File: src/rtl/address_map_decoder_if.sv
// CPU data-port view of the address map decoder: access address and qualifiers in,
// decode results and error-status registers out.
interface address_map_decoder_if;
    logic [31:0] input_addr;
    logic        acc_en;
    logic        err_clr;
    logic [2:0]  select;
    logic [5:0]  control_signals;
    logic        out_of_range_error;
    logic        err_sticky;
    logic [31:0] err_addr;
    logic [7:0]  err_count;

    modport master (
        output input_addr, acc_en, err_clr,
        input  select, control_signals, out_of_range_error,
        input  err_sticky, err_addr, err_count
    );

    modport slave (
        input  input_addr, acc_en, err_clr,
        output select, control_signals, out_of_range_error,
        output err_sticky, err_addr, err_count
    );
endinterface

File: src/rtl/address_map_decoder.sv
// Fixed MIPS SoC memory-map decoder (DM, INTC, FACT0-3) with a clocked
// out-of-range error-status block for debug polling.
module address_map_decoder (
    input  logic                 clk,
    input  logic                 rst_n,
    address_map_decoder_if.slave bus
);
    logic [2:0]  w_select;
    logic [5:0]  w_ctrl;
    logic        w_oor;
    logic        w_log;
    logic        r_sticky;
    logic [31:0] r_addr;
    logic [7:0]  r_count;

    // Below 0x2000 the map is DM for bit 12 clear, otherwise 256-byte pages by addr[11:8].
    always_comb begin
        w_select = 3'd0;
        w_ctrl   = 6'b000000;
        w_oor    = 1'b1;
        if (bus.input_addr[31:13] == 19'd0) begin
            if (!bus.input_addr[12]) begin
                w_select = 3'd0;
                w_ctrl   = 6'b000001;
                w_oor    = 1'b0;
            end else begin
                case (bus.input_addr[11:8])
                    4'h0: begin w_select = 3'd1; w_ctrl = 6'b000010; w_oor = 1'b0; end
                    4'h1: begin w_select = 3'd2; w_ctrl = 6'b000100; w_oor = 1'b0; end
                    4'h2: begin w_select = 3'd3; w_ctrl = 6'b001000; w_oor = 1'b0; end
                    4'h3: begin w_select = 3'd4; w_ctrl = 6'b010000; w_oor = 1'b0; end
                    4'h4: begin w_select = 3'd5; w_ctrl = 6'b100000; w_oor = 1'b0; end
                    default: begin
                        w_select = 3'd0;
                        w_ctrl   = 6'b000000;
                        w_oor    = 1'b1;
                    end
                endcase
            end
        end
    end

    assign w_log = bus.acc_en & w_oor;

    // A clear coinciding with a logged access restarts the record at that access.
    always_ff @(posedge clk) begin
        if (!rst_n) begin
            r_sticky <= 1'b0;
            r_addr   <= 32'd0;
            r_count  <= 8'd0;
        end else if (w_log) begin
            if (!r_sticky || bus.err_clr) begin
                r_sticky <= 1'b1;
                r_addr   <= bus.input_addr;
                r_count  <= 8'd1;
            end else if (r_count != 8'hFF) begin
                r_count  <= r_count + 8'd1;
            end
        end else if (bus.err_clr) begin
            r_sticky <= 1'b0;
            r_addr   <= 32'd0;
            r_count  <= 8'd0;
        end
    end

    assign bus.select             = w_select;
    assign bus.control_signals    = w_ctrl;
    assign bus.out_of_range_error = w_oor;
    assign bus.err_sticky         = r_sticky;
    assign bus.err_addr           = r_addr;
    assign bus.err_count          = r_count;
endmodule

File: src/flat_wrapper.sv
// flat-port wrapper written by rule: the top's interface ports become plain ports
module address_map_decoder_flat 
  (clk, rst_n, bus_input_addr, bus_acc_en, bus_err_clr, bus_select, bus_control_signals, bus_out_of_range_error, bus_err_sticky, bus_err_addr, bus_err_count);
  address_map_decoder_if bus_i ();
  input  logic clk;
  input  logic rst_n;
  input wire logic [$bits(bus_i.input_addr)-1:0] bus_input_addr;
  input wire logic [$bits(bus_i.acc_en)-1:0] bus_acc_en;
  input wire logic [$bits(bus_i.err_clr)-1:0] bus_err_clr;
  output wire logic [$bits(bus_i.select)-1:0] bus_select;
  output wire logic [$bits(bus_i.control_signals)-1:0] bus_control_signals;
  output wire logic [$bits(bus_i.out_of_range_error)-1:0] bus_out_of_range_error;
  output wire logic [$bits(bus_i.err_sticky)-1:0] bus_err_sticky;
  output wire logic [$bits(bus_i.err_addr)-1:0] bus_err_addr;
  output wire logic [$bits(bus_i.err_count)-1:0] bus_err_count;
  assign bus_i.input_addr = bus_input_addr;
  assign bus_i.acc_en = bus_acc_en;
  assign bus_i.err_clr = bus_err_clr;
  assign bus_select = bus_i.select;
  assign bus_control_signals = bus_i.control_signals;
  assign bus_out_of_range_error = bus_i.out_of_range_error;
  assign bus_err_sticky = bus_i.err_sticky;
  assign bus_err_addr = bus_i.err_addr;
  assign bus_err_count = bus_i.err_count;
  address_map_decoder u_core (.clk(clk), .rst_n(rst_n), .bus(bus_i));
endmodule
File: config.mk
export PLATFORM = sky130hd
export DESIGN_NAME = address_map_decoder_flat
export DESIGN_NICKNAME = d
export VERILOG_FILES = /design/src/rtl/address_map_decoder_if.sv /design/src/rtl/address_map_decoder.sv /design/src/flat_wrapper.sv
export SDC_FILE = /design/constraint.sdc
export NUM_CORES = 1
export LEC_CHECK = 0
export CELL_PAD_IN_SITES_DETAIL_PLACEMENT = 1
export CELL_PAD_IN_SITES_GLOBAL_PLACEMENT = 1
export CORE_MARGIN = 2
export CORE_UTILIZATION = 25
export DETAILED_ROUTE_END_ITERATION = 12
export GPL_TIMING_DRIVEN = 0
export PLACE_DENSITY_LB_ADDON = 0.2
export SLEW_MARGIN = 20
export SYNTH_ARGS = -nofsm -noshare
export SYNTH_HDL_FRONTEND = slang
export SYNTH_SLANG_ARGS = --single-unit
File: constraint.sdc
create_clock -name clk -period 2.6 [get_ports clk]
set_input_delay 0.78 -clock clk [delete_from_list [all_inputs] [get_ports clk]]
set_output_delay 0.78 -clock clk [all_outputs]
set_load 0.02 [all_outputs]
==> results.toml <==
[status]
outcome = "finished, violations left"
violations = "setup timing"

[floorplanning]
core_sq_um = 6420
dieHeight_um = 86.0
dieArea_sq_um = 7390
initial_core_util = 0.261
num_rows = 29
ios = 87
fp.dieW_um = 86.0

[sta]
fmax_ghz = 0.332
setup_ws_ns = -0.416
skew_ns = 0.00809
finalHoldViolations = 0
relSlewSlack = 0.591
period_minus_slack_ns = 3.02
fin_crit_sh = 1.16
slew_violations = 0
hold_ws_ns = 0.472
rsz0062_at_grt = "true"
setup_violations = 10
worst_pin_slew_ns = 0.614

[pwr]
p_int_uw = 1100
combPwrFrac = 0.168
p_seq_frac = 0.461
peakVddDrop_v = 0.000224
power.switching_uw = 364
power_density_nw_per_um2 = 498
switching_share = 0.249
p_leak_uw = 0.00120
pwr-share-clk = 0.371

[clock_network]
cts_sinks = 41
cts-root-buf = "clkbuf_8"
cts_hold_buffers = 0
cts-buffers-inserted = 5
cts_tree = "done"
clock_latency_ns = 0.29
clock_path_buffers = 2
htree_num_levels = 2
path_clk_slew_ns = 0.08

[worst_setup_path]
rrSetupSlack_ns = 0.64
worstRegToRegCells = 6
cp_max_fo = 3
worstReg2RegEnd = "u_core.bus.err_count[7]"
path_class = "input port to output port"
rr_startpoint = "u_core.bus.err_count[0]"
critPathLaunchType = "input port"
crit_arrival_ns = 2.24
cp.required_ns = 1.82
cp-end-kind = "output port"

[logic_synthesis]
synth_ff_type = "dfxtp_1"
synth_edf_count = 0
synthCells = 166
synth_cell_types = 35
async_flop_share = 0
syn_area_sq_um = 1680
yosysSeqAreaShare = 0.489
synth-seq-cells = 41
syn-mean-instance-area_sq_um = 10.1
synthesis.nets = 203
synth_warnings = 0

[placed_design]
dp_slack_ns = -1.41
dpl.cell_count = 326
numPortBuffers = 83
gp_congestion = 0.718
dp_hpwl_um = 3960

[global_route]
grt_overflow = 0
antenna_found_initial = 0
first_global_vias = 1739
grt_max_degree = 13
grt_usage = 0.151
grt_first_pass_wirelength_um = 8880

[layout]
antennaDiodeCount = 0
finish.utilization = 0.457
drive_gt1_frac = 0.277
fin_nets = 303
stdcell_count = 344
area_delta_synth_final_pct = 74.7
fillCellCount = 715

[drt]
wire_per_inst_um = 15.6
vias = 1679
first_iter_violations = 36
ant_nets = 0
first_pass_iters = 2
viasPerCell = 4.88
drt_wl_total_um = 5380
drc = 0

[worst_hold_path]
worstHoldStart = "u_core.bus.err_addr[2]"
hold_class = "register to register"
whs_endpoint = "u_core.bus.err_addr[2]"
min_path_cells = 1

[run]
drv_cap = 0
==> area by class of cell <==
class / instances / area, sq um / share of cell area
multi-input cells: 109 / 912 / 0.311
repair buffers: 93 / 892 / 0.304
flip-flops and latches: 41 / 821 / 0.280
well taps: 77 / 96.3 / 0.0328
clock buffers: 7 / 86.3 / 0.0294
plain buffers: 11 / 76.3 / 0.0260
clock inverters: 1 / 30.0 / 0.0102
inverters: 5 / 18.8 / 0.00640
==> per-layer routing <==
metal / global-route usage / share of wire / wire length [um]
met2: 0.245 / 0.49 / 2630
met1: 0.202 / 0.45 / 2440
met5: 0 / 0 / 0
met4: 0.0390 / 0.0089 / 48
met3: 0.0366 / 0.049 / 262
==> per-stage QoR <==
stage,total power [uW],TNS (ns),instance area [sq um]
CTS,1480,-3.94,2920
global placement,925,-30.39,2670
finish,1460,-2.79,2930
global route,1520,-3.91,2930
detailed placement,927,-28.63,2670
floorplan,794,-0.790,1750
==> cells in the mapped netlist (all sizes together), types with 3 or more instances <==
library cell,number,share of area
a21oi,6,0.022
nor4,5,0.019
inv,5,0.011
nand3,5,0.015
and3,3,0.011
a22o,32,0.17
clkbuf,3,0.0067
nor3,4,0.012
dfxtp,41,0.49
o2111a,3,0.020
buf,8,0.039
nand2,8,0.018
nand2b,4,0.015
nor2,10,0.022
a21o,3,0.013
o21ai,4,0.012
==> how the worst max path moves through the flow <==
stage,depth (start not counted),end,from
2_1_floorplan,5,bus_select[2],bus_input_addr[15]
3_3_place_gp,7,bus_select[2],bus_input_addr[20]
3_5_place_dp,7,bus_select[2],bus_input_addr[20]
4_1_cts,8,bus_select[2],bus_input_addr[31]
5_1_grt,8,bus_select[2],bus_input_addr[21]
6_report,8,bus_select[2],bus_input_addr[21]
==> layout by cell type (no fill, tap or decap), types with 3 or more instances in the layout <==
| cell type | synthesis | final |
|---|---|---|
| clkdlybuf4s50_1 | 0 | 51 |
| dfxtp_1 | 41 | 41 |
| a22o_1 | 32 | 32 |
| buf_6 | 4 | 19 |
| buf_2 | 4 | 10 |
| buf_4 | 0 | 10 |
| nand2_1 | 8 | 8 |
| nor2_1 | 10 | 7 |
| clkbuf_8 | 0 | 6 |
| inv_1 | 5 | 4 |
| nor4_4 | 0 | 4 |
| clkbuf_1 | 3 | 4 |
| nand3_1 | 5 | 4 |
| a21oi_1 | 4 | 4 |
| nand2b_1 | 4 | 3 |
| and3_1 | 3 | 3 |
| o2111a_1 | 3 | 3 |
| a21o_1 | 3 | 3 |
| clkbuf_2 | 0 | 3 |
==> registers in the layout, summed over array words and instances, names as in the netlist <==
signal                 cells
u_core.bus.err_addr       32
u_core.bus.err_count       8
u_core.bus.err_sticky      1
==> logic make-up (layout without fill, tap and decap cells) <==
logic type | count (synthesis) | count (layout) | synth area share
AO/OA/AOI/OAI | 57 | 57 | 0.277
adder cells (fa/ha/maj) | 1 | 1 | 0.00745
flip-flops | 41 | 41 | 0.489
buffers and inverters | 16 | 117 | 0.0566
XOR/XNOR | 3 | 3 | 0.0157
AND/OR/NAND/NOR | 48 | 48 | 0.154
==> repair_timing <==
action,in CTS,in global routing
setup endpoints to repair,46,10
setup buffers,8,3
cloned,0,0
pin swaps,13,6
resized for setup,153,6
==> critical path, stage by stage <==
cell	delay, ns
buf_8	0.10
nor4_4	0.27
nand4_1	0.21
nor4_4	0.23
buf_4	0.16
nand3b_1	0.15
o21ai_2	0.20
buf_6	0.13
==> power by group through the flow <==
stage               Combinational, uW  Sequential, uW  Clock (uW)
CTS                               247             673         556
global placement                  238             687           0
floorplan                        73.5             720           0
detailed placement                240             687           0
global route                      264             677         581
finish                            246             673         542
No activity file was read; power rests on OpenSTA's default activity.
